<file path="config.mk">
export PLATFORM = sky130hd
export DESIGN_NAME = sram_multiport_ctrl
export DESIGN_NICKNAME = d
export VERILOG_FILES = /design/src/rtl/sram_multiport_ctrl_pkg.sv /design/src/rtl/sram_multiport_ctrl_rr_arbiter.sv /design/src/rtl/sram_multiport_ctrl.sv
export SDC_FILE = /design/constraint.sdc
export NUM_CORES = 1
export LEC_CHECK = 0
export BUFFER_PORTS_ARGS = -buffer_cell sky130_fd_sc_hd__buf_2
export CAP_MARGIN = 40
export CORE_ASPECT_RATIO = 1.5
export CORE_MARGIN = 4
export CORE_UTILIZATION = 50
export CTS_CLUSTER_DIAMETER = 80
export CTS_CLUSTER_SIZE = 8
export DETAILED_ROUTE_END_ITERATION = 10
export PLACE_DENSITY = 0.83
export SYNTH_ARGS = -nofsm -noshare
export SYNTH_HDL_FRONTEND = slang
export SYNTH_HIERARCHICAL = 1
export SYNTH_SLANG_ARGS = --single-unit
</file>
<file path="constraint.sdc">
create_clock -name clk -period 3.6 [get_ports clk]
set_input_delay 0.36 -clock clk [delete_from_list [all_inputs] [get_ports clk]]
set_output_delay 0.36 -clock clk [all_outputs]
set_load 0.01 [all_outputs]
</file>
<file path="src/rtl/sram_multiport_ctrl_pkg.sv">
// Shared types for the multi-port byte-wide SRAM controller:
// FSM state encoding, byte-lane and priority-mode constants, lane extract helper.
package sram_multiport_ctrl_pkg;

    typedef enum logic [1:0] {
        ST_IDLE    = 2'd0,
        ST_SETUP   = 2'd1,
        ST_ACCESS  = 2'd2,
        ST_RECOVER = 2'd3
    } state_t;

    localparam logic LANE_LO = 1'b0;
    localparam logic LANE_HI = 1'b1;

    localparam int PRIO_RR    = 0;
    localparam int PRIO_FIXED = 1;

    function automatic logic [7:0] lane_byte(
        input logic [15:0] word,
        input logic        lane
    );
        return (lane == LANE_HI) ? word[15:8] : word[7:0];
    endfunction

endpackage

</file>
<file path="src/rtl/sram_multiport_ctrl_rr_arbiter.sv">
// Combinational requester arbiter, round-robin or fixed priority.
// Ports: req (request vector), last (previous grant index) -> grant (one-hot), idx, any.
module sram_multiport_ctrl_rr_arbiter
    import sram_multiport_ctrl_pkg::*;
#(
    parameter int NUM_PORTS = 2,
    parameter int PRIO_MODE = 0,
    parameter int IDX_W     = 1
) (
    input  logic [NUM_PORTS-1:0] req,
    input  logic [IDX_W-1:0]     last,
    output logic [NUM_PORTS-1:0] grant,
    output logic [IDX_W-1:0]     idx,
    output logic                 any
);

    logic             found;
    logic [IDX_W-1:0] cand;
    logic             unused_last;

    // Fixed mode ignores the pointer.
    assign unused_last = ^last;

    always_comb begin
        grant = '0;
        idx   = '0;
        cand  = '0;
        found = 1'b0;
        if (PRIO_MODE == PRIO_FIXED) begin
            for (int i = 0; i < NUM_PORTS; i++) begin
                cand = IDX_W'(i);
                if (!found && req[cand]) begin
                    found = 1'b1;
                    idx   = cand;
                end
            end
        end else begin
            // Search starts one past the last winner.
            for (int i = 1; i <= NUM_PORTS; i++) begin
                cand = IDX_W'((int'(last) + i) % NUM_PORTS);
                if (!found && req[cand]) begin
                    found = 1'b1;
                    idx   = cand;
                end
            end
        end
        grant[idx] = found;
    end

    assign any = found;

endmodule

</file>
<file path="src/rtl/sram_multiport_ctrl.sv">
// N-port byte-wide access controller for a 16-bit async SRAM with wait states.
// Ports: clk/n_reset, per-port req_*/rsp_* handshake, busy, registered hw_* SRAM pad controls.
module sram_multiport_ctrl
    import sram_multiport_ctrl_pkg::*;
#(
    parameter int NUM_PORTS   = 2,
    parameter int HW_ADDR_W   = 16,
    parameter int WAIT_CYCLES = 1,
    parameter int PRIO_MODE   = 0
) (
    input  logic                             clk,
    input  logic                             n_reset,
    input  logic [NUM_PORTS-1:0]             req_valid,
    input  logic [NUM_PORTS-1:0]             req_write,
    input  logic [NUM_PORTS*(HW_ADDR_W+1)-1:0] req_addr,
    input  logic [NUM_PORTS*8-1:0]           req_wdata,
    output logic [NUM_PORTS-1:0]             req_ready,
    output logic [NUM_PORTS-1:0]             rsp_valid,
    output logic [7:0]                       rsp_rdata,
    output logic                             busy,
    output logic [HW_ADDR_W-1:0]             hw_address,
    output logic                             hw_n_cs,
    output logic                             hw_n_we,
    output logic                             hw_n_oe,
    output logic                             hw_n_ub,
    output logic                             hw_n_lb,
    input  logic [15:0]                      hw_data_in,
    output logic [15:0]                      hw_data_out,
    output logic                             hw_data_oe
);

    localparam int AW    = HW_ADDR_W + 1;
    localparam int IDX_W = (NUM_PORTS > 1) ? $clog2(NUM_PORTS) : 1;

    state_t               state_q, state_d;
    logic [3:0]           cnt_q, cnt_d;
    logic [IDX_W-1:0]     idx_q, idx_d, last_q, last_d, gnt_idx;
    logic                 wr_q, wr_d, lane_q, lane_d;
    logic [NUM_PORTS-1:0] gnt;
    logic                 gnt_any;

    logic [NUM_PORTS-1:0] ready_d, rsp_d;
    logic [7:0]           rdata_d;
    logic                 busy_d;
    logic [HW_ADDR_W-1:0] addr_d;
    logic                 n_cs_d, n_we_d, n_oe_d, n_ub_d, n_lb_d;
    logic [15:0]          dout_d;
    logic                 doe_d;

    logic [AW-1:0]        sel_addr;
    logic [7:0]           sel_wdata;
    logic                 sel_wr;

    sram_multiport_ctrl_rr_arbiter #(
        .NUM_PORTS (NUM_PORTS),
        .PRIO_MODE (PRIO_MODE),
        .IDX_W     (IDX_W)
    ) u_arb (
        .req   (req_valid),
        .last  (last_q),
        .grant (gnt),
        .idx   (gnt_idx),
        .any   (gnt_any)
    );

    assign sel_addr  = req_addr[int'(gnt_idx)*AW +: AW];
    assign sel_wdata = req_wdata[int'(gnt_idx)*8 +: 8];
    assign sel_wr    = req_write[gnt_idx];

    always_comb begin
        state_d = state_q;
        cnt_d   = cnt_q;
        idx_d   = idx_q;
        last_d  = last_q;
        wr_d    = wr_q;
        lane_d  = lane_q;
        ready_d = '0;
        rsp_d   = '0;
        rdata_d = rsp_rdata;
        addr_d  = hw_address;
        dout_d  = hw_data_out;
        n_cs_d  = 1'b1;
        n_we_d  = 1'b1;
        n_oe_d  = 1'b1;
        n_ub_d  = 1'b1;
        n_lb_d  = 1'b1;
        doe_d   = 1'b0;
        unique case (state_q)
            ST_IDLE, ST_RECOVER: begin
                if (gnt_any) begin
                    state_d = ST_SETUP;
                    idx_d   = gnt_idx;
                    last_d  = gnt_idx;
                    wr_d    = sel_wr;
                    lane_d  = sel_addr[0];
                    cnt_d   = 4'(WAIT_CYCLES);
                    ready_d = gnt;
                    addr_d  = sel_addr[AW-1:1];
                    dout_d  = {sel_wdata, sel_wdata};
                    n_cs_d  = 1'b0;
                    n_oe_d  = sel_wr;
                    // Write data is driven for the whole SETUP; reads float the bus.
                    doe_d   = sel_wr;
                    n_lb_d  = (sel_addr[0] != LANE_LO);
                    n_ub_d  = (sel_addr[0] != LANE_HI);
                end else begin
                    state_d = ST_IDLE;
                end
            end
            ST_SETUP: begin
                state_d = ST_ACCESS;
                n_cs_d  = 1'b0;
                n_oe_d  = wr_q;
                n_we_d  = ~wr_q;
                doe_d   = wr_q;
                n_ub_d  = hw_n_ub;
                n_lb_d  = hw_n_lb;
            end
            ST_ACCESS: begin
                if (cnt_q > 4'd1) begin
                    cnt_d  = cnt_q - 4'd1;
                    n_cs_d = 1'b0;
                    n_oe_d = wr_q;
                    n_we_d = ~wr_q;
                    doe_d  = wr_q;
                    n_ub_d = hw_n_ub;
                    n_lb_d = hw_n_lb;
                end else begin
                    state_d       = ST_RECOVER;
                    // Keep driving write data one cycle past n_we rise.
                    doe_d         = wr_q;
                    rsp_d[idx_q]  = 1'b1;
                    if (!wr_q) begin
                        rdata_d = lane_byte(hw_data_in, lane_q);
                    end
                end
            end
        endcase
        busy_d = (state_d != ST_IDLE);
    end

    always_ff @(posedge clk or negedge n_reset) begin
        if (!n_reset) begin
            state_q     <= ST_IDLE;
            cnt_q       <= '0;
            idx_q       <= '0;
            last_q      <= IDX_W'(NUM_PORTS - 1);
            wr_q        <= 1'b0;
            lane_q      <= 1'b0;
            req_ready   <= '0;
            rsp_valid   <= '0;
            rsp_rdata   <= '0;
            busy        <= 1'b0;
            hw_address  <= '0;
            hw_n_cs     <= 1'b1;
            hw_n_we     <= 1'b1;
            hw_n_oe     <= 1'b1;
            hw_n_ub     <= 1'b1;
            hw_n_lb     <= 1'b1;
            hw_data_out <= '0;
            hw_data_oe  <= 1'b0;
        end else begin
            state_q     <= state_d;
            cnt_q       <= cnt_d;
            idx_q       <= idx_d;
            last_q      <= last_d;
            wr_q        <= wr_d;
            lane_q      <= lane_d;
            req_ready   <= ready_d;
            rsp_valid   <= rsp_d;
            rsp_rdata   <= rdata_d;
            busy        <= busy_d;
            hw_address  <= addr_d;
            hw_n_cs     <= n_cs_d;
            hw_n_we     <= n_we_d;
            hw_n_oe     <= n_oe_d;
            hw_n_ub     <= n_ub_d;
            hw_n_lb     <= n_lb_d;
            hw_data_out <= dout_d;
            hw_data_oe  <= doe_d;
        end
    end

endmodule

</file>
# Word-level counts from Yosys, hierarchy flattened
# Index checks and enable logic that the tools add are counted.
# word_totals
ff_bits,61
in_bits,72
out_inout_bits,51
word_cells,95
# op_classes
add_sub_neg,3
mul,1
order_cmp,7
n_eq_ne,6
n_shift,2
mux,40
n_bitwise,5
n_reduce_logical,13
# ops
operator,n
$shiftx 34x7->17,1
$mux 1,22
$shiftx 16x5->8,1
$mux 2,5
$lt 1x2->1 const B,4
$mux 4,2
$mux 8,1
$pmux 1 s2,4
$pmux 4 s2,1
$mul 1x5->6 const B,1
$ne 2x2->1 const B,3
$pmux 1 s3,2
$pmux 2 s3,1
$reduce_and 3->1,2
$eq 2x2->1 const B,2
$gt 4x1->1 const B,1
$not 1->1,4
$reduce_and 2->1,2
$reduce_bool 2->1,2
$reduce_or 2->1,2
$sub 4x1->4 const B,1
$logic_and 1x1->1,3
$add 1x1->1 const B,2
$and 2x2->2,1
other kinds (5),7

# Logic depth before layout (Yosys ltp)
# Gate-level depths: netlist of run 1.
# depth
ltp_word,14
ltp_mapped,8
mapped_depth_nobuf,7

# Hierarchy
# Netlist of run 1, hierarchy kept.
# modules_own_cells
mod,instances,cells_each,area_per_inst_um2,seq_area_each_um2
sram_multiport_ctrl,1,244,2557.5,1333.8
sram_multiport_ctrl_rr_arbiter,1,5,32.5,0.0

# Worst setup path after synthesis of run 1
# No wires, ideal clock.
# synth_path
path_type,flip-flop to flip-flop
start,register cnt_q[0]
end,register cnt_q[0]
setup_time_ns,0.123
arrival_ns,1.439
t_required_ns,3.477
slack_ns,2.037
stages_incl_launch_ff,7
n_path_buf,0
period_less_slack_ns,1.563
path_cell_list,dfrtp_1 -> inv_1 -> ha_1 -> nor2_2 -> or4b_4 -> a21oi_2 -> nor3_1
# synth_between
elab_chain_len,3
word_cells_on_any_way,6
classes_between,add/sub (1); order compare (1); eq/ne (1); mux (2); reduce/logical (1)
# synth_rtl
element,line_no,source
start: declaration,sram_multiport_ctrl.sv:36,"logic [3:0] cnt_q, cnt_d;"
start signal: assignment,sram_multiport_ctrl.sv:164,cnt_q <= cnt_d;
$sub 4x1->4 or $gt 4x1->1 (tied branches),"sram_multiport_ctrl.sv:121, sram_multiport_ctrl.sv:120",
$mux 4 or $ne 2x2->1 (tied branches),--,
$pmux 4 s2 or $reduce_and 3->1 (tied branches),--,
# Parallel ways exist; a longest one is shown, timed or not. The select of a mux whose other input is x is not followed.
# A chain may end at the register's enable or synchronous reset.

# Final worst setup path of run 1
# layout_path
start,register state_q[0]
end,register rsp_rdata[0]
# layout_between
elab_chain_len,2
# layout_rtl
element,line_no,source
start: declaration,sram_multiport_ctrl.sv:35,"state_t state_q, state_d;"
start signal: assignment,sram_multiport_ctrl.sv:163,state_q <= state_d;
$eq 2x2->1,sram_multiport_ctrl.sv:88,unique case (state_q)
$reduce_and 3->1 (no source line),--,
end signal: assignment,sram_multiport_ctrl.sv:171,rsp_rdata <= rdata_d;
end: declaration,sram_multiport_ctrl.sv:19,"output logic [7:0] rsp_rdata,"
# Every way passes these cells.

==> results.txt, run 1 <==
* Result of the run: finished clean
- Routed Antenna Nets: 0
- In the final routed layout, each cell accounts on average for 13.6 µm.
* Setup TNS: 0 ns
- The slowest stage of the critical path is the sky130_fd_sc_hd__nor4_4 cell.
* Root buf cell: sky130_fd_sc_hd__clkbuf_8
- Yosys warning total: 6
* Met2 layer usage reported by global route: 0.352
- Violation count after the first detailed-route iteration: 96
- Required arrival time at the worst endpoint: 3.83 ns
- Startpoint class of the critical path: flop
* Total number of vias: 2157
- At the end of routability-driven placement, the weighted congestion stood at 0.866.
- Floorplan row count: 31
- After clock tree synthesis, the clock-pin slew on the worst setup and hold paths is 0.09 ns.
- Critical path arrival: 2.24 ns
- Area of the core: 4930 µm²
- Half-perimeter wire length after detailed placement: 4470 µm
- Hold repair after CTS inserted 0 buffers.
* Sum of routed wire length over all layers: 5810 µm
- Leading cell types by count after synthesis: sky130_fd_sc_hd__dfrtp_1 (47), sky130_fd_sc_hd__mux2i_1 (34), sky130_fd_sc_hd__nand2_1 (34)
- The number of global-route vias before repair was 2150.
* Crit path largest cell delay: 0.60 ns
* Cell accounting for the most synthesized area: sky130_fd_sc_hd__dfrtp_1
- The share of the Yosys chip area taken by registers is 0.515.
- Pins Over Slew Limit: 0
* Nets@finish: 436
- For this configuration, the core starts out at a cell density of 0.526.
- The synthesized netlist contains 44 unique library cells.
* Post-route insts no fill: 427
- Largest cells by area after synthesis: sky130_fd_sc_hd__dfrtp_1 (45%), sky130_fd_sc_hd__mux2i_1 (13%), sky130_fd_sc_hd__dfstp_2 (6.1%)
- Hold violation total from the final report: 0
* Total gr overflow: 0
- Max Freq: 498 MHz
- Number of antenna violations at the first check in global routing: 0
- Entering global routing, the biggest net connects 56 pins.
- The worst setup path is of the flop to flop kind.
- I/O pins: 123
- The number of placed instances, taps included, is 419.
- Crit share post-route: 0.558
- Number of buffers added for setup after CTS: 0
- Antenna fix cells: 0
- Synthesis inferred 53 register bits.
* Horizontal die dimension: 66.8 µm
- Post-cts resize count: 0
* Global-route usage over all layers: 0.192
- Post-route DRC: 0
- Of the post-synthesis cell area, the dominant cell type holds 0.454.
- From synthesis to final layout, the design area changed by 27.7%.
- Synthesis handed over a netlist of 249 instances.
- Die area: 6420 µm²
* Worst Max-Slew Pin Slew: 0.775 ns
* Fraction of final layout cells sized beyond drive strength 1: 0.416
- Worst rel slew slack: 0.479
* Floorplan die height: 96.1 µm
* Category of the worst setup path capture point: flop
* Clock tree from TritonCTS: built
* Number of cells on the worst reg-to-reg path: 6
- Clk_skew: 0.00704 ns
* Mapped Area: 2590 µm²
* Average cell area after synthesis: 10.4 µm²
- Global-route wire length before repair: 9520 µm
- VDD IR max: 0.437 mV
- Number of levels in the clock H-tree: 2
- Maximum clock insertion buffer count: 2
- Across the run, the number of max-cap violations was 0.
- In this run, synthesis inferred 0 flip-flops with an integrated enable.
- Post-detailed-route via-to-cell ratio: 5.05
* Global routing usage on met1: 0.215
- In this run the tool buffered the top-level ports with 122 buffer cells.
- Fraction of registers with async set/reset: 1.00
- Setup repair after global routing left no endpoint under its margin.
* Final critical-path required period: 2.01 ns
- The global routing stage identified its most utilized layer as met2.
* Setup-violating endpoint count in the final report: 0
* Met3 usage in global routing: 0.0362
- Mapped Nets: 325
* Most frequently used cell type in the post-synthesis netlist: sky130_fd_sc_hd__dfrtp_1
- Crit path cell chain: inv_1 -> ha_1 -> nand2b_4 -> nor4_4 -> nor2_1 -> a21oi_1
- Insertion delay to the later sink of the worst-skew pair: 0.30 ns
- Crit-path max FO: 17
- PD cells: 815 nW/µm²
- The min-delay analysis places its worst path in the category input pin to async pin.
* TritonCTS Sinks: 53
* Most used DFF post-synth: sky130_fd_sc_hd__dfrtp_1
- LEAKAGE: 1.70 nW
- The first detailed-routing pass ran for 4 iterations.
* TritonCTS Buffers: 5
cell families after synthesis:
logic type      share of synthesized area
compound gates                      0.129
fa+ha+maj                          0.0193
buf+inv                            0.0604
flops                               0.515
mux                                 0.136
simple gates                        0.141
where the power goes:
| group | internal [mW] | total (mW) | leakage [nW] | switching (mW) |
|---|---|---|---|---|
| sequential | 0.889 | 1.05 | 0.627 | 0.163 |
| combinational | 0.501 | 1.23 | 1.01 | 0.733 |
| clock | 0.227 | 0.408 | 0.0585 | 0.181 |
final cells by class:
cell class | instances | area [µm²]
Tap cell | 66 | 82.6
Fill cell | 421 | 1620
Timing Repair Buffer | 125 | 633
Multi-Input combinational cell | 167 | 1110
Sequential cell | 53 | 1330
Clock buffer | 7 | 86.3
Clock inverter | 1 | 30.0
Inverter | 8 | 30.0
final timing paths:
check | startpoint | slack, ns | endpoint
max in group asynchronous | n_reset | 3.00 | cnt_q[2]
worst max register to register | state_q[0] | 1.59 | rsp_rdata[0]
worst min-delay path | n_reset | 0.16 | idx_q
worst max-delay path | state_q[0] | 1.59 | rsp_rdata[0]
worst min register to register | idx_q | 0.46 | rsp_valid[0]
min in group clk | req_addr[5] | 0.34 | hw_address[4]
cell usage in the layout, fill, tap and decap left out, drive strengths merged, types with 3 or more instances in the layout:
cell type / count
dfstp: 6
nor2: 14
clkbuf: 7
a21oi: 13
a21boi: 4
and3: 3
mux2i: 34
dfrtp: 47
ha: 4
nand2: 34
nor3: 3
buf: 125
inv: 8
o21ai: 32
routing by layer:
metal,up-vias,routed length (µm),share of wire
li1,1072,-,-
met2,88,3070,0.53
met3,10,457,0.079
met5,-,0,0
met1,987,2180,0.37
met4,0,110,0.019
state kept, by name, indices dropped and copies added (netlist names):
signal       flops
last_q           1
hw_n_ub          1
lane_q           1
rsp_valid        2
state_q          2
rsp_rdata        8
hw_address      16
hw_data_out      8
hw_n_we          1
idx_q            1
hw_n_oe          1
hw_n_lb          1
req_ready        2
wr_q             1
hw_n_cs          1
hw_data_oe       1
busy             1
cnt_q            4
through the flow:
| step | total power, mW | setup WS, ns | cell area, µm² | util | hold WS, ns |
|---|---|---|---|---|---|
| 2_1_floorplan | 1.91 | 2.04 | 2590 | - | 0.0644 |
| 6_report | 2.69 | 1.59 | 3310 | 0.671 | 0.155 |
| 3_3_place_gp | 2.27 | 1.71 | 3190 | 0.648 | 0.451 |
| 5_1_grt | 2.92 | 1.35 | 3310 | 0.671 | 0.231 |
| 3_5_place_dp | 2.32 | 1.59 | 3190 | 0.648 | 0.462 |
| 4_1_cts | 2.73 | 1.58 | 3310 | 0.671 | 0.182 |
worst max-delay path: cells and delay by family, from the launching register on:
family,cells,cell delay [ns]
adder cells (fa/ha/maj),1,0.53
flip-flops,1,0.41
AO/OA/AOI/OAI,1,0.15
AND/OR/NAND/NOR,3,0.79
buffers and inverters,1,0.07
Power figures use the tool's default switching activity.
==> run 2: changes to the inputs <==
--- a/config.mk
+++ b/config.mk
@@ -5,15 +5,16 @@
 export SDC_FILE = /design/constraint.sdc
 export NUM_CORES = 1
 export LEC_CHECK = 0
+export ABC_AREA = 1
 export BUFFER_PORTS_ARGS = -buffer_cell sky130_fd_sc_hd__buf_2
 export CAP_MARGIN = 40
 export CORE_ASPECT_RATIO = 1.5
 export CORE_MARGIN = 4
-export CORE_UTILIZATION = 50
+export CORE_UTILIZATION = 42
 export CTS_CLUSTER_DIAMETER = 80
 export CTS_CLUSTER_SIZE = 8
 export DETAILED_ROUTE_END_ITERATION = 10
-export PLACE_DENSITY = 0.83
+export PLACE_DENSITY = 0.74
 export SYNTH_ARGS = -nofsm -noshare
 export SYNTH_HDL_FRONTEND = slang
 export SYNTH_HIERARCHICAL = 1
==> constraint.sdc (replaced) <==
create_clock -name clk -period 1.6 [get_ports clk]
set_input_delay 0.16 -clock clk [delete_from_list [all_inputs] [get_ports clk]]
set_output_delay 0.16 -clock clk [all_outputs]
set_load 0.01 [all_outputs]
==> run 2 against run 1 <==
Against the previous run:
- final area is 1.1% higher
- clock power is 78% higher
- synthesized cell count is 25% higher
- routed wire length is 13% higher
- power grew to 2.6 times the previous value
- first-iteration DRC count is 34% lower
- clock skew is 0.00059 ns lower
- core utilization is 11 points lower
- global-route usage is 1.7 points lower
- largest power group unchanged
==> results.txt, run 2 <==
- Registers with the highest flip-flop counts: hw_address (16), hw_data_out (8), rsp_rdata (8)
- Fraction of registers with async set/reset: 1.00 (unchanged)
- The arrival time of the worst setup path was 1.67 ns (-0.57 ns).
- The detail-routed net length per standard cell is 13.1 µm (-3.9%).
- hw_address holds more flip-flops than any other register.
- Number of levels in the clock H-tree: 2 (unchanged)
- Clock tree from TritonCTS: built
- Clock-pin slew reported for the worst setup and hold paths after clock tree synthesis: 0.09 ns (about the same)
- Maximum clock insertion buffer count: 2 (unchanged)
* Buffers and inverters on the worst path: 2 (+1)
- The fraction of met2 tracks used by global routing was 0.308 (-0.0441).
- Worst hold path type: input pin to flop
* Half-perimeter wire length after detailed placement: 5020 µm (+12%)
* Clock share of power: 0.105 (-0.046)
- The first-pass detailed-route iteration total was 4 (unchanged).
- In this run the critical register-to-register path is launched from state_q[0].
- The endpoint identified for the worst register-to-register timing path is cnt_q[3].
* Average cell area after synthesis: 8.31 µm² (-20%)
- The CTS buffer count came to 5 (unchanged).
- The total detailed-routing wirelength was 6550 µm (+13%).
* Violation count after the first detailed-route iteration: 63 (-34%)
* Routed Antenna Nets: 0 (unchanged)
* Floorplan row count: 34 (+9.7%)
- Result of the run: finished clean
- Cell accounting for the most synthesized area: sky130_fd_sc_hd__dfrtp_1
- Most frequently used cell type in the post-synthesis netlist: sky130_fd_sc_hd__nand2_1
- The signal on the critical path passes through inv_1 -> ha_1 -> buf_4 -> o21ai_2 -> nand2_2 -> nand2_1 -> o21ai_1.
- Crit path largest cell delay: 0.39 ns (-0.21 ns)
* Number of antenna violations at the first check in global routing: 0 (unchanged)
- The worst supply voltage drop on vdd came to 0.981 mV (+120%).
* Final critical-path required period: 1.48 ns (-0.531 ns)
* Required arrival time at the worst endpoint: 1.79 ns (-2.04 ns)
* Worst rel slew slack: 0.584 (+0.105)
* Nets@finish: 504 (+16%)
* Fraction of final layout cells sized beyond drive strength 1: 0.382 (-0.0332)
* Leading cell types by count after synthesis: sky130_fd_sc_hd__nand2_1 (78), sky130_fd_sc_hd__a21oi_1 (52), sky130_fd_sc_hd__dfrtp_1 (47)
- The later-pin clock latency in the skew report came to 0.30 ns (about the same).
* Unrepaired setup endpoints after global routing: no
* Gpl congestion: 0.747 (-14%)
- Total gr overflow: 0 (unchanged)
- Most congested layer reported by global routing: met2
- Max Freq: 677 MHz (+36%)
* Minimum setup slack among reg-to-reg paths: 0.12 ns (-1.47 ns)
* Largest cells by area after synthesis: sky130_fd_sc_hd__dfrtp_1 (45%), sky130_fd_sc_hd__nand2_1 (11%), sky130_fd_sc_hd__a21oi_1 (10%)
- Area fraction of the dominant cell type after synthesis: 0.454 (about the same)
* Critical path's top delay family: flip-flops
- Post-route DRC: 0 (unchanged)
- Pins Over Slew Limit: 0 (unchanged)
- Crit share post-route: 0.923 (+0.365)
- Part of the power in combinational logic: 0.531 (+0.073)
- Horizontal die dimension: 72.1 µm (+8.0%)
- The number of distinct library cells after synthesis came to 22 (-50%).
- Pin count of the biggest net entering global routing: 31 (-45%)
- The overall die height is 104 µm (+8.4%).
- The number of instances in the synthesized netlist came to 312 (+25%).
* LEAKAGE: 1.77 nW (+4.5%)
* Area of the core: 5910 µm² (+20%)
- Psw: 3.12 mW (+190%)
- The met1 layer usage reported by global route was 0.202 (-0.0129).
- Setup-violating endpoint count in the final report: 0 (unchanged)
- Fraction of power spent switching nets: 0.450 (+0.0501)
- The total nets after synthesis is 388 (+19%).
- The number of cells on the worst reg-to-reg path was 7 (+1).
* Hold path start: req_wdata[14]
- The full die area came to 7520 µm² (+17%).
- For hold timing, the worst endpoint is hw_data_out[14].
* Crit-path max FO: 6 (-11)
- Category of the worst setup path capture point: flop
- The final setup TNS was 0 ns (unchanged).
- Hold violation total from the final report: 0 (unchanged)
- The internal portion of total power is 3.81 mW (+140%).
- The measured slew at the worst slew-check pin is 0.624 ns (-0.152 ns).
- The netlist area before placement was 2590 µm² (about the same).
- Overall power: 6.93 mW (+160%)
- Min-Delay Path Depth: 3
* TritonCTS Sinks: 53 (unchanged)
- The via count normalized by instance count is 4.88 (-3.4%).
- Number of logic stages on the critical path including buffering: 7 (+1)
- The number of flip-flops in the largest register came to 16 (unchanged).
- Leaving out fill and tap cells, the most frequent cell in the layout is sky130_fd_sc_hd__buf_2.
* Global-route wire length before repair: 10800 µm (+13%)
* I/O pins: 123 (unchanged)
- Sequential-to-total area share from yosys stat: 0.515 (about the same)
* Startpoint class of the critical path: flop
* Number of flops mapped to enable cells by yosys: 0 (unchanged)
* Reg area: 1330 µm² (unchanged)
- The count of buffers from port buffering is 122 (unchanged).
- The final hold slack is 0.0878 ns (-0.0673 ns).
- The number of maximum-capacitance constraint violations was 0 (unchanged).
* Global-route usage over all layers: 0.175 (-0.0173)
* Yosys warning total: 6 (unchanged)
- Register bit total from synthesis: 53 (unchanged)
- The count of inserted antenna diode cells is 0 (unchanged).
- Area overhead of the layout relative to synthesis: 29.1%
* Met3 usage in global routing: 0.0464 (+0.0102)
- Total number of vias: 2445 (+13%)
* Crit path max-delay cell type: sky130_fd_sc_hd__dfrtp_1
* Number of global-route vias before repair: 2369 (+10%)
* Category of the critical setup timing path: flop to flop
* Part of the total power dissipated in sequential elements: 0.364 (-0.027)
- The combined area of the multi-input logic cells was 1000 µm² (-9.7%).
- PD cells: 2070 nW/µm² (+150%)
* Clk_skew: 0.00645 ns (-0.000589 ns)
* Most used DFF post-synth: sky130_fd_sc_hd__dfrtp_1
* Initial Utilization: 0.438 (-0.0876)
- In the layout the commonest cells are sky130_fd_sc_hd__buf_2 (122), sky130_fd_sc_hd__nand2_1 (77), sky130_fd_sc_hd__a21oi_1 (51).
* Number of fillers in the final layout: 543 (+29%)
- The root buffer cell chosen for the clock tree is sky130_fd_sc_hd__clkbuf_8.
## run 2: cell types whose count changed in the layout (fill, tap and decap cells not counted), moves of 3 or more
cell                      change
sky130_fd_sc_hd__o21ai_0     -19
sky130_fd_sc_hd__and3_1       -3
sky130_fd_sc_hd__nand2_1     +43
sky130_fd_sc_hd__nand3_1      +4
sky130_fd_sc_hd__o21ai_1      +5
sky130_fd_sc_hd__inv_1       +18
sky130_fd_sc_hd__nand2_2      +3
sky130_fd_sc_hd__o21ai_2      +9
sky130_fd_sc_hd__buf_4        +3
sky130_fd_sc_hd__mux2i_1     -34
sky130_fd_sc_hd__nor2_1      +19
sky130_fd_sc_hd__a21oi_2      -3
sky130_fd_sc_hd__a21oi_1     +42
## run 2: per-layer routing
metal,vias up,share of wire
met4,0,0.016
met3,9,0.088
met5,-,0
met1,1123,0.37
met2,99,0.52
li1,1214,-
## run 2: worst min-delay path: stages
cell and delay (ns):
sky130_fd_sc_hd__buf_2 0.09, sky130_fd_sc_hd__nand2_1 0.05, sky130_fd_sc_hd__a21oi_1 0.06
## run 2: power by group through the flow
stage	logic [mW]	clock network (mW)	registers, mW
finish	3.68	0.727	2.52
global route	4.13	0.794	2.61
CTS	3.56	0.753	2.53
detailed placement	3.56	0	2.54
global placement	3.44	0	2.54
floorplan	2.34	0	2.66
## run 2: worst max path at each step
stage               start      endpoint  slack (ns)
6_report       state_q[0]      cnt_q[3]        0.12
5_1_grt            last_q    hw_data_oe       0.002
4_1_cts        state_q[0]          wr_q        0.06
3_5_place_dp     cnt_q[0]  rsp_rdata[4]        0.07
3_3_place_gp     cnt_q[0]  rsp_rdata[3]        0.10
2_1_floorplan    cnt_q[0]  rsp_rdata[0]        0.27
## run 2: area by class of cell
cell class | count | area share
Sequential cell | 53 | 0.399
Multi-Input combinational cell | 207 | 0.300
Timing Repair Buffer | 132 | 0.215
Inverter | 29 | 0.0340
Tap cell | 72 | 0.0269
Clock buffer | 6 | 0.0217
Clock inverter | 2 | 0.00299
## run 2: per-stage QoR
step                utilization  instance area [µm²]  cells  setup slack, ns
floorplan                     -                 2590    312            0.272
finish                    0.566                 3340    501            0.124
global route              0.566                 3340    501          0.00244
CTS                       0.558                 3300    498           0.0558
global placement          0.542                 3200    489            0.104
detailed placement        0.542                 3200    489           0.0693
## run 2: cells by family after synthesis
family | Yosys count | share of synthesized area
buf+inv | 52 | 0.100
simple gates | 122 | 0.194
xor+xnor | 1 | 0.00338
compound gates | 80 | 0.169
flops | 53 | 0.515
fa+ha+maj | 4 | 0.0193
## run 2: repair_timing
item,CTS,global route
hold endpoints to repair,10,0
setup buffers,0,3
hold buffers,1,0
gates resized for setup,0,5
endpoints found under the setup margin,0,40
==> run 3: changes to the inputs <==
--- a/config.mk
+++ b/config.mk
@@ -9,7 +9,7 @@
 export BUFFER_PORTS_ARGS = -buffer_cell sky130_fd_sc_hd__buf_2
 export CAP_MARGIN = 40
 export CORE_ASPECT_RATIO = 1.5
-export CORE_MARGIN = 4
+export CORE_MARGIN = 8
 export CORE_UTILIZATION = 42
 export CTS_CLUSTER_DIAMETER = 80
 export CTS_CLUSTER_SIZE = 8
==> run 3 against run 2 <==
Against the previous run:
- global-route usage down 1.8 points
- highest routed layer unchanged
- worst setup slack better by 0.0033 ns
- largest power group unchanged
- clock power up 2%
- power down 0.36%
- die area up 20%
- final area about the same
- count of clock-buffer cells in the layout unchanged
- sequential share of layout area about the same
==> results.txt, run 3 (synthesis gave the netlist of run 2 again) <==
- The critical path goes through inv_1 -> ha_4 -> nand2_2 -> buf_4 -> o21ai_2 -> nand2_2 -> nand2_1 -> o21ai_1.
- Crit path max-delay cell type: sky130_fd_sc_hd__dfrtp_1
- The overall die height is 112 µm (+7.7%).
* Max reg flops: 16 (unchanged)
- The fraction of final layout cells with drive strength greater than 1 was 0.385 (+0.00233).
- The via count came to 2440 (-0.20%).
* Post-Place Cell Area: 3220 µm² (+0.55%)
- The minimum clock period after layout was 1.47 ns (-0.00330 ns).
- The overall power consumption came to 6.90 mW (-0.36%).
* Hold path start: req_addr[21]
- Worst r2r dst: cnt_q[3]
- The layout overhead on the synthesized area came to 29.2% (about the same).
* Minimum setup slack among reg-to-reg paths: 0.13 ns (about the same)
* Half-perimeter wire length after detailed placement: 5380 µm (+7.2%)
- The area of the placeable core is 6040 µm² (+2.2%).
* Most common library cell in the layout ignoring fill and taps: sky130_fd_sc_hd__buf_2
- The min-delay analysis places its worst path in the category input pin to flop.
- STA classifies the critical path startpoint as a flop.
* LEAKAGE: 1.77 nW (-0.31%)
* Registers with the highest flip-flop counts: hw_address (16), hw_data_out (8), rsp_rdata (8)
- Pin count of the biggest net entering global routing: 35 (+13%)
- Final WS setup: 0.127 ns (+0.00330 ns)
- The initial antenna violation count came to 0 (unchanged).
* TritonCTS Sinks: 53 (unchanged)
- The critical path in this run is classified as flop to flop.
- The overall routing resource usage was 0.157 (-0.0184).
- Worst Max-Slew Pin Slew: 0.470 ns (-0.153 ns)
- Number of cells on the worst reg-to-reg path: 8 (+1)
* Source of the worst register-to-register timing path: state_q[0]
- Result of the run: finished clean
- The post-route clock period utilization came to 0.920 (-0.00206).
- Crit-path max FO: 11 (+5)
* Violation count after the first detailed-route iteration: 89 (+41%)
- The number of DRC violations after detailed routing is 0 (unchanged).
- The number of maximum-capacitance constraint violations came to 0 (unchanged).
* Routed Antenna Nets: 0 (unchanged)
- Min-Delay Path Depth: 3 (unchanged)
- Summed area of non-filler cells in the final layout: 3350 µm² (about the same)
* Horizontal die dimension: 80.1 µm (+11%)
- The cell sitting at the root of the clock tree is a sky130_fd_sc_hd__clkbuf_8.
- Worst rel slew slack: 0.686 (+0.102)
- The final count of negative-setup-slack endpoints came to 0 (unchanged).
- Pins Over Slew Limit: 0 (unchanged)
- VDD IR max: 1.39 mV (+42%)
- Post-detailed-route via-to-cell ratio: 4.85 (-0.60%)
- hw_address holds more flip-flops than any other register.
- I/O pins: 123 (unchanged)
* Total of buffers placed on input and output ports: 122 (unchanged)
- Max Freq: 679 MHz (+0.22%)
- Hold violation total from the final report: 0 (unchanged)
- The clock slew at the register clock pins of the worst setup and hold paths was 0.10 ns (about the same).
* Clock tree from TritonCTS: built
- The arrival time of the worst setup path was 1.67 ns (about the same).
- Gpl congestion: 0.774 (+3.7%)
- PD cells: 2060 nW/µm² (-0.44%)
- Setup repair after global routing left no endpoint under its margin.
- The number of global-route vias before repair was 2660 (+12%).
- Initial Utilization: 0.429 (-0.00944)
- Crit path largest cell delay: 0.38 ns (about the same)
* Insertion delay to the later sink of the worst-skew pair: 0.30 ns (about the same)
- The count of inserted antenna diode cells was 0 (unchanged).
- Worst setup timing slack at the placement stage: 0.0128 ns (-0.0565 ns)
- Total gr overflow: 0 (unchanged)
* Number of levels in the clock H-tree: 2 (unchanged)
- The net count reported at finish is 504 (unchanged).
* Die area: 8990 µm² (+20%)
- Setup TNS: 0 ns (unchanged)
- Clk_skew: 0.00959 ns (+0.00314 ns)
* Worst-case hold path end point: hw_address[3]
- Routed len/inst: 13.7 µm (+4.9%)
- In the layout the commonest cells are sky130_fd_sc_hd__buf_2 (122), sky130_fd_sc_hd__nand2_1 (77), sky130_fd_sc_hd__a21oi_1 (51).
- The CTS buffer count is 5 (unchanged).
* Maximum clock insertion buffer count: 2 (unchanged)
- Sum of routed wire length over all layers: 6900 µm (+5.3%)
* Pre-Repair DR Iteration Count: 4 (unchanged)
- Most repeated library cell on the critical path: sky130_fd_sc_hd__nand2_2
- The worst setup path is captured at a flop.
- The required time of the worst setup path came to 1.80 ns (about the same).
- The first-pass GRT wire length was 11600 µm (+7.7%).
- Floorplan row count: 35 (+2.9%)
-- run 3: through the flow --
stage,hold slack [ns],cells,utilization
3_3_place_gp,0.140,493,0.533
5_1_grt,0.0730,503,0.554
6_report,0.0854,503,0.554
4_1_cts,0.0738,502,0.549
2_1_floorplan,-0.136,312,-
3_5_place_dp,0.144,493,0.533
-- run 3: area by class of cell --
cell class / count / area, µm²
timing repair buffer: 132 / 704
sequential: 53 / 1330
inverter: 29 / 114
fill: 571 / 2700
multi-input combinational: 207 / 1020
clock buffer: 6 / 72.6
tap: 74 / 92.6
clock inverter: 2 / 13.8
-- run 3: critical path: cells and delay by family, from the launching register on --
family | cells | cell delay (ns)
AND/OR/NAND/NOR | 3 | 0.28
buffers and inverters | 2 | 0.27
adder cells (fa/ha/maj) | 1 | 0.28
AO/OA/AOI/OAI | 2 | 0.15
flip-flops | 1 | 0.38
-- run 3: metal layers --
| metal | global-route usage | part of all wire | up-vias |
|---|---|---|---|
| li1 | - | - | 1218 |
| met1 | 0.169 | 0.40 | 1122 |
| met2 | 0.277 | 0.51 | 94 |
| met3 | 0.0560 | 0.088 | 6 |
| met4 | 0.0402 | 0.011 | 0 |
| met5 | 0 | 0 | - |
-- run 3: power breakdown --
| part | leakage [nW] | internal (mW) | switching [mW] |
|---|---|---|---|
| Clock | 0.0456 | 0.313 | 0.431 |
| Combinational | 1.10 | 1.43 | 2.29 |
| Sequential | 0.621 | 2.05 | 0.401 |
-- run 3: timing repair --
item / CTS / global route
gates resized for setup: 0 / 5
hold endpoints to repair: 14 / 0
setup buffers: 0 / 1
setup endpoints to repair: 0 / 42
hold buffers: 1 / 0
-- run 3: how the worst max path moves through the flow --
stage,end,cells after the start,start,slack (ns)
floorplan,rsp_rdata[0],8,cnt_q[0],0.27
global placement,state_q[0],6,state_q[0],0.08
detailed placement,hw_address[5],6,state_q[0],0.01
CTS,hw_address[5],6,state_q[0],0.005
global route,rsp_rdata[0],8,cnt_q[0],0.01
finish,cnt_q[3],8,state_q[0],0.13
